### config.mk
export PLATFORM = sky130hd
export DESIGN_NAME = uart_tx_fifo
export DESIGN_NICKNAME = d
export VERILOG_FILES = /design/src/rtl/uart_tx_fifo.sv
export SDC_FILE = /design/constraint.sdc
export NUM_CORES = 1
export LEC_CHECK = 0
export CORE_ASPECT_RATIO = 2
export CORE_MARGIN = 5
export CORE_UTILIZATION = 64
export CTS_CLUSTER_SIZE = 12
export DETAILED_ROUTE_END_ITERATION = 12
export PLACE_DENSITY = 0.81
export SYNTH_ARGS = -nofsm -noshare
export SYNTH_HDL_FRONTEND = slang
export SYNTH_SLANG_ARGS = --single-unit
### constraint.sdc
create_clock -name Clk -period 8.2 [get_ports Clk]
set_input_delay 1.64 -clock Clk [delete_from_list [all_inputs] [get_ports Clk]]
set_output_delay 1.64 -clock Clk [all_outputs]
set_load 0.05 [all_outputs]
### src/rtl/uart_tx_fifo.sv
// Transmit-side byte FIFO for the UART: queues bytes from single-cycle write
// strobes and feeds them to the transmitter one frame at a time via Start/Data/EOT.
module uart_tx_fifo #(
  parameter  int DEPTH = 16,
  localparam int AW    = $clog2(DEPTH)
) (
  input  logic          Clk,
  input  logic          Rst_n,
  input  logic          Wr_En,
  input  logic [7:0]    Wr_Data,
  output logic          Full,
  output logic          Empty,
  output logic [AW:0]   Level,
  output logic          Overflow,
  output logic          Busy,
  output logic          Tx_Start,
  output logic [7:0]    Tx_Data,
  input  logic          Tx_Eot
);

  typedef enum logic [1:0] {
    IDLE  = 2'd0,
    START = 2'd1,
    WAIT  = 2'd2
  } state_e;

  state_e      state_q, state_d;
  logic [7:0]  mem_q [DEPTH];
  logic [AW:0] wrPtr_q, wrPtr_d;
  logic [AW:0] rdPtr_q, rdPtr_d;
  logic        overflow_q, overflow_d;
  logic        txStart_q, txStart_d;
  logic [7:0]  txData_q, txData_d;
  logic        wrAccept;

  // Pointers carry an extra wrap bit so full and empty are distinguishable.
  assign Empty    = (wrPtr_q == rdPtr_q);
  assign Full     = (wrPtr_q[AW] != rdPtr_q[AW]) &&
                    (wrPtr_q[AW-1:0] == rdPtr_q[AW-1:0]);
  assign Level    = wrPtr_q - rdPtr_q;
  assign wrAccept = Wr_En && !Full;

  assign Overflow = overflow_q;
  assign Tx_Start = txStart_q;
  assign Tx_Data  = txData_q;
  assign Busy     = (state_q != IDLE) || !Empty;

  always_comb begin
    wrPtr_d    = wrAccept ? (wrPtr_q + 1'b1) : wrPtr_q;
    overflow_d = Wr_En && Full;
  end

  // Tx_Start only ever comes from a register, so the transmitter's
  // combinational EOT drop during Start cannot form a loop.
  always_comb begin
    state_d   = state_q;
    rdPtr_d   = rdPtr_q;
    txStart_d = 1'b0;
    txData_d  = txData_q;
    case (state_q)
      IDLE: begin
        if (!Empty && Tx_Eot) begin
          txData_d  = mem_q[rdPtr_q[AW-1:0]];
          rdPtr_d   = rdPtr_q + 1'b1;
          txStart_d = 1'b1;
          state_d   = START;
        end
      end
      START: state_d = WAIT;
      WAIT: begin
        if (Tx_Eot) begin
          state_d = IDLE;
        end
      end
      default: state_d = IDLE;
    endcase
  end

  always_ff @(posedge Clk) begin
    if (!Rst_n) begin
      state_q    <= IDLE;
      wrPtr_q    <= '0;
      rdPtr_q    <= '0;
      overflow_q <= 1'b0;
      txStart_q  <= 1'b0;
      txData_q   <= 8'h00;
    end else begin
      state_q    <= state_d;
      wrPtr_q    <= wrPtr_d;
      rdPtr_q    <= rdPtr_d;
      overflow_q <= overflow_d;
      txStart_q  <= txStart_d;
      txData_q   <= txData_d;
    end
  end

  always_ff @(posedge Clk) begin
    if (Rst_n && wrAccept) begin
      mem_q[wrPtr_q[AW-1:0]] <= Wr_Data;
    end
  end

endmodule

# Word-level counts from Yosys, hierarchy flattened
# Memory sizes are Yosys's and may differ from the RTL's. A register that Yosys moved wholly into a read port is not among the register bits.
# Index checks and enable logic that the tools add are counted.
[totals]
regBits = 14
mem_bits_rw = 128
input_bits = 12
output_inout_bits = 18
elab_cells = 36
mem_count = 1
[memory_table]
columns = ["memory", "depth", "word_bits", "rd", "rd_clocked_by_memory_dff", "write_ports", "line", "rtl"]
rows = [
  ["mem_q", 16, 8, 1, 1, 1, "28", "logic [7:0] mem_q [DEPTH];"],
]
[classes]
add_sub_neg = 3
eq_ne = 7
muxes = 6
reduce_logical = 14
[op_table]
columns = ["cell", "count"]
rows = [
  ["5-bit by 1-bit adder with 5-bit output (second input constant)", 2],
  ["2-bit case mux with 3 select lines", 1],
  ["2-bit AND reduction", 3],
  ["5-bit == test", 1],
  ["1-bit logical AND", 5],
  ["5-bit subtractor", 1],
  ["4-bit == test", 1],
  ["2-bit 2-to-1 mux", 2],
  ["2-bit != test (second input constant)", 2],
  ["1-bit zero test", 3],
  ["1-bit 2-to-1 mux", 3],
  ["2-bit by 1-bit == test with 1-bit output (second input constant)", 1],
  ["2-bit == test (second input constant)", 1],
  ["2-bit zero test", 1],
  ["2-bit nonzero test", 1],
  ["1-bit logical OR", 1],
  ["1-bit != test", 1],
]

# Longest topological paths before layout
# Gate-level depths: netlist of run 1.
[logic_depth]
depth_word = 7
mapped_depth = 9
depth_no_buf = 7

# Least setup slack after synthesis of run 1
# OpenSTA, ideal clock, no wires.
[synth_path]
path_kind = "reg2out"
from = "reg rdPtr_q[2]"
to = "out Busy"
arrival_time_ns = 2.622
required_time_ns = 6.560
path_slack_ns = 3.938
path_stages_with_launch = 8
n_path_buf = 2
path_cell_list = "dfxtp_1 buf_2 buf_2 inv_1 ha_1 nand4_1 nor2_1 nand2_1"
[synth_between]
elab_chain_len = 3
[synth_lines]
columns = ["element", "line", "rtl"]
rows = [
  ["start, declared", "30", "logic [AW:0] rdPtr_q, rdPtr_d;"],
  ["start signal, assigned", "90", "rdPtr_q <= rdPtr_d;"],
  ["5-bit == test", "37", "assign Empty = (wrPtr_q == rdPtr_q);"],
  ["named net Empty", "12", "output logic Empty,"],
  ["1-bit zero test", "46", "assign Busy = (state_q != IDLE) || !Empty;"],
  ["1-bit logical OR", "46", ""],
  ["end, declared", "15", "output logic Busy,"],
]
# The timed path passes the listed nets, and every way through them passes these cells.

# Worst setup path in the final report of run 1
[layout_path]
from = "reg rdPtr_q[0]"
to = "out Level[4]"
[layout_between]
elab_chain_len = 1
[layout_lines]
columns = ["element", "line", "rtl"]
rows = [
  ["5-bit subtractor", "40", "assign Level = wrPtr_q - rdPtr_q;"],
  ["end, declared", "13", "output logic [AW:0] Level,"],
]
# Every way passes these cells.

==> flow_summary.json, run 1 <==
{
  "cts_buffers": 17,
  "maxCapViolCount": 0,
  "synth_area_leaders": "edfxtp_1 (64%), mux4_2 (9.4%), dfxtp_1 (7.4%)",
  "vdd_drop_max_v": 0.0002526,
  "period_minus_slack_ps": 4867,
  "io_pins": 30,
  "hold_buffers": 0,
  "finalNonFillerCells": 502,
  "whs_ps": 537.5,
  "synth_top_area_cell": "edfxtp_1",
  "final.setup.tns_ps": 0,
  "cp-startpoint": "rdPtr_q[0]",
  "hold_path_class": "flip-flop to flip-flop",
  "drt-initial-drc-count": 218,
  "synth_flop_cell": "edfxtp_1",
  "hold_viol": 0,
  "clkTransAtPathRegs_ps": 60,
  "reg2reg_from": "rdPtr_q[3]",
  "yosysWarnings": 0,
  "vias_per_cell": 6.239,
  "required_ps": 6560,
  "yosysUniqueCellTypes": 36,
  "fmax_mhz": 205.5,
  "grt_max_degree": 32,
  "antenna_found_initial": 0,
  "vias": 3132,
  "p_leak_uw": 0.002193,
  "syn-num-nets": 370,
  "worstPathArrival_ps": 3230,
  "synth.most_common_cell": "edfxtp_1",
  "routedWlPerCell_um": 22.24,
  "grtUsageMet3": 0.05000,
  "synth_edf_count": 128,
  "netlist.area_leader.share": 0.6440,
  "groute.usage.overall": 0.2156,
  "fin_crit_sh": 0.5936,
  "grt_use_met1": 0.2415,
  "ys_seq_elements": 150,
  "worst_slew_pin_slew_ps": 1189,
  "gp_congestion": 0.8261,
  "post_cts_buffers": 0,
  "status": "finished, final reports clean",
  "cts_tree": "yes",
  "synthCells": 348,
  "dpl.hpwl_um": 7780,
  "drive_above_1_share": 0.1633,
  "ant_nets": 0,
  "synth-seq-area-share": 0.7178,
  "cts_resized": 0,
  "met2_usage": 0.3711,
  "cts_root_buf": "clkbuf_16",
  "grt_pass1_wl_um": 17770,
  "path_max_fanout": 31,
  "syn2layout_area_growth_pct": 15.68,
  "maxSlewHeadroom": 0.2015,
  "holdCritStartpoint": "rdPtr_q[4]",
  "syn_area_sq_mm": 0.005968,
  "start_util": 0.6446,
  "gr-total-overflow": 0,
  "insertion_delay_ps": 420,
  "ys_top_cells_by_count": "edfxtp_1 (128), nor2_1 (26), mux4_2 (25)",
  "slew_violations": 0,
  "crit_type": "flip-flop to primary output",
  "busiest_layer": "met2",
  "avgSynthCellArea_sq_um": 17.15,
  "clock-sinks": 150,
  "drc": 0,
  "io_buffer_count": 29,
  "wirelength_um": 11160,
  "grt_setup_unrepaired": "no",
  "powerDensity_mw_per_mm2": 275.4,
  "nets": 407,
  "dp.cells": 470,
  "dieWidth_um": 78.29,
  "die_area_sq_mm": 0.01147,
  "crit_path_start_kind": "flip-flop",
  "rows": 50,
  "core_sq_mm": 0.009259,
  "antenna_cells": 0,
  "setup.worst_path.end_class": "primary output",
  "htree_num_levels": 4,
  "clockBufferDepth": 2,
  "fin_skew_ps": 8.946,
  "ys_async_sr_fraction": 0,
  "grt_pass1_vias": 3262,
  "drt_pass1_iterations": 5,
  "die_h_um": 146.6,
  "setup_viol": 0
}
layer usage:
metal  vias to the layer above  share of wire  wire length [um]
li1                       1460              -                 -
met1                      1538           0.37              4157
met2                        98           0.53              5949
met3                        36          0.040               443
met4                         0          0.055               613
met5                         -              0                 0
critical path, stage by stage, from the launching register on:
cell             delay [ps]
dfxtp_2                 310
buf_4                   450
ha_1                    260
inv_1                    70
fa_1                    400
a21o_1                  170
a21oi_1                 160
xnor2_1                 130
clkdlybuf4s50_1         810
stage by stage:
stage / utilization / total power (uW) / instance area (sq um) / worst slack (ps)
2_1_floorplan: - / 1103 / 5968 / 3938
3_3_place_gp: 0.6843 / 1187 / 6336 / 3781
3_5_place_dp: 0.6843 / 1191 / 6336 / 3728
4_1_cts: 0.7457 / 1917 / 6904 / 3280
5_1_grt: 0.7457 / 1973 / 6904 / 3139
6_report: 0.7457 / 1901 / 6904 / 3333
cell type report:
| type | instances | area [sq um] |
|---|---|---|
| flip-flops and latches | 150 | 4285 |
| fillers | 574 | 2355 |
| multi-input cells | 173 | 1559 |
| clock buffers | 18 | 429.2 |
| repair buffers | 34 | 327.8 |
| clock inverters | 14 | 138.9 |
| well taps | 104 | 130.1 |
| inverters | 9 | 33.78 |
placed cells by master, fill, tap and decap left out, drive strengths merged, types with 2 or more instances in the layout:
cell           synthesis  layout
o211ai                 2       2
inv                    9      16
o21ai                 13      13
xnor2                  5       5
o22ai                  7       7
nor2                  26      26
clkinv                 0       2
ha                     9       9
a21oi                  7       7
a31oi                 16      16
mux2i                 17      17
or3                    2       2
nand2                 10      10
edfxtp               128     128
xor2                   4       4
dfxtp                 22      22
clkinvlp               0       4
a21o                   2       2
clkdlybuf4s50          0      29
nor3                   5       5
nand2b                 3       3
mux4                  25      25
a22oi                  8       8
buf                   11       5
clkbuf                 5      18
nand3                  3       3
sequential cells by signal (all words and copies together) (netlist names):
signal    cells
mem_q       128
Tx_Data       8
rdPtr_q       5
wrPtr_q       5
state_q       2
Overflow      1
Tx_Start      1
kinds of logic after synthesis:
family,synth area share
adders and majority gates,0.02222
AOI/OAI and AO/OA,0.05849
buffers and inverters,0.02096
xor gates and xnor gates,0.01446
and+or+nand+nor,0.04319
muxes,0.1229
DFF,0.7178
worst paths after layout:
kind	to	depth (start not counted)	slack [ps]
max reg2reg	mem_q[1][3]	6	4880
min	rdPtr_q[4]	2	540
min reg2reg	rdPtr_q[4]	2	540
max	Level[4]	8	3330
power breakdown:
part / total, uW / switching (uW) / leakage, uW / internal (uW)
sequential: 856 / 9.11 / 0.00133 / 847
combinational: 315 / 194 / 0.000595 / 121
clock: 730 / 306 / 0.000265 / 424
Note: power is estimated with default switching activity, not from simulation.
==> run 2, diff against run 1 <==
--- a/config.mk
+++ b/config.mk
@@ -7,10 +7,10 @@
 export LEC_CHECK = 0
 export CORE_ASPECT_RATIO = 2
 export CORE_MARGIN = 5
-export CORE_UTILIZATION = 64
+export CORE_UTILIZATION = 59
 export CTS_CLUSTER_SIZE = 12
 export DETAILED_ROUTE_END_ITERATION = 12
-export PLACE_DENSITY = 0.81
+export PLACE_DENSITY = 0.75
 export SYNTH_ARGS = -nofsm -noshare
 export SYNTH_HDL_FRONTEND = slang
 export SYNTH_SLANG_ARGS = --single-unit
==> constraint.sdc (replaced) <==
create_clock -name Clk -period 4.6 [get_ports Clk]
set_input_delay 0.92 -clock Clk [delete_from_list [all_inputs] [get_ports Clk]]
set_output_delay 0.92 -clock Clk [all_outputs]
set_load 0.05 [all_outputs]
==> flow_summary.json, run 2 (synthesis results as in run 1) <==
{
  "status": "finished, final reports clean",
  "hold_path_class": "flip-flop to flip-flop",
  "slew_violations": 0,
  "dpl.hpwl_um": 8140,
  "swShare": 0.2738,
  "post_cts_buffers": 0,
  "grt_max_degree": 31,
  "powerDensity_mw_per_mm2": 482.0,
  "clock-sinks": 150,
  "core_sq_mm": 0.01002,
  "cts_tree": "yes",
  "reg2reg_from": "rdPtr_q[3]",
  "required_ps": 3680,
  "worstPathCellList": "inv_1 -> ha_1 -> nand4_1 -> nor2_1 -> clkdlybuf4s50_1",
  "vdd_drop_max_v": 0.0004232,
  "power_uw": 3342,
  "crit_path_start_kind": "flip-flop",
  "largest_reg_flops": 128,
  "maxSlewHeadroom": 0.5054,
  "ant_nets": 0,
  "grt_pass1_wl_um": 18100,
  "hold_viol": 0,
  "die_area_sq_mm": 0.01235,
  "routedWlPerCell_um": 21.57,
  "p_seq_frac": 0.457,
  "cp-startpoint": "rdPtr_q[3]",
  "max_stage_delay_ps": 830,
  "setup_viol": 0,
  "start_util": 0.5957,
  "fin_skew_ps": 6.731,
  "io_buffer_count": 29,
  "fmax_mhz": 263.5,
  "cp_slowest_cell": "clkdlybuf4s50_1",
  "layout_commonest_cell": "edfxtp_1",
  "rows": 52,
  "drc": 0,
  "dieWidth_um": 81.12,
  "cts_resized": 0,
  "path_max_fanout": 16,
  "htree_num_levels": 4,
  "fin_crit_sh": 0.8249,
  "power_frac_clock": 0.373,
  "nets": 409,
  "setup.worst_path.end_class": "primary output",
  "io_pins": 30,
  "drt-initial-drc-count": 230,
  "grt_setup_unrepaired": "no",
  "pwr-share-comb": 0.170,
  "drt_pass1_iterations": 5,
  "maxCapViolCount": 0,
  "clockBufferDepth": 2,
  "antenna_found_initial": 0,
  "grt_pass1_vias": 3222,
  "antenna_cells": 0,
  "gp_congestion": 0.9011,
  "p_leak_uw": 0.002202,
  "layout_common_cells": "edfxtp_1 (128), clkdlybuf4s50_1 (29), nor2_1 (26)",
  "crit_type": "flip-flop to primary output",
  "insertion_delay_ps": 420,
  "cts_root_buf": "clkbuf_16",
  "syn2layout_area_growth_pct": 16.18,
  "vias": 3152,
  "vias_per_cell": 5.892,
  "final.setup.tns_ps": 0,
  "wirelength_um": 11540,
  "cts_buffers": 17,
  "drive_above_1_share": 0.1700,
  "p_sw_uw": 915.3,
  "die_h_um": 152.2,
  "period_minus_slack_ps": 3794,
  "p_int_uw": 2427,
  "groute.usage.overall": 0.2095,
  "hold_buffers": 0,
  "holdCritStartpoint": "state_q[1]",
  "clkTransAtPathRegs_ps": 60,
  "gr-total-overflow": 0,
  "worst_slew_pin_slew_ps": 739.2,
  "worstPathArrival_ps": 2870
}
[run 2: cell count changes in the layout (fill, tap and decap cells not counted)]
cell        change
buf_4           +2
bufinv_16       -1
inv_6           -1
clkinv_2        +3
inv_8           +1
clkinvlp_4      -1
clkbuf_1        -1
[run 2: final timing paths]
kind | to | cells after the start | slack [ps]
max | Empty | 5 | 810
min | state_q[1] | 2 | 550
max reg2reg | mem_q[6][7] | 6 | 1750
min reg2reg | state_q[1] | 2 | 550
[run 2: per-layer routing]
| metal | wire (um) | vias up | GRT usage |
|---|---|---|---|
| li1 | - | 1456 | - |
| met1 | 4187 | 1538 | 0.2412 |
| met2 | 6283 | 125 | 0.3448 |
| met3 | 569 | 33 | 0.05148 |
| met4 | 498 | 0 | 0.1249 |
| met5 | 0 | - | 0 |
[run 2: worst max-delay path, delay by kind of cell, from the launching register on]
family	cells	cell delay [ps]
buf+inv	2	950
flops	1	640
simple gates	2	500
fa+ha+maj	1	370
[run 2: power by group through the flow]
stage | Sequential [uW] | Combinational (uW) | Clock (uW)
CTS | 1530 | 574 | 1270
detailed placement | 1560 | 573 | 0
global placement | 1560 | 569 | 0
floorplan | 1610 | 351 | 0
finish | 1530 | 567 | 1250
global route | 1530 | 610 | 1330
[run 2: final cells by class]
| cell class | instances | area (sq um) |
|---|---|---|
| tap | 135 | 168.9 |
| multi-input combinational | 173 | 1559 |
| sequential | 150 | 4285 |
| fill | 666 | 3085 |
| clock inverter | 15 | 118.9 |
| inverter | 9 | 33.78 |
| clock buffer | 17 | 425.4 |
| timing repair buffer | 36 | 342.8 |
[run 2: metrics by stage]
stage               hold slack, ps    util  area, sq um  setup slack (ps)  cells
floorplan                    500.0       -         5968              1058    348
global placement             527.3  0.6377         6390              1273    503
detailed placement           538.3  0.6377         6390              1244    503
CTS                          552.3  0.6921         6934             785.3    535
global route                 591.4  0.6921         6934             543.4    535
finish                       546.1  0.6921         6934             805.6    535
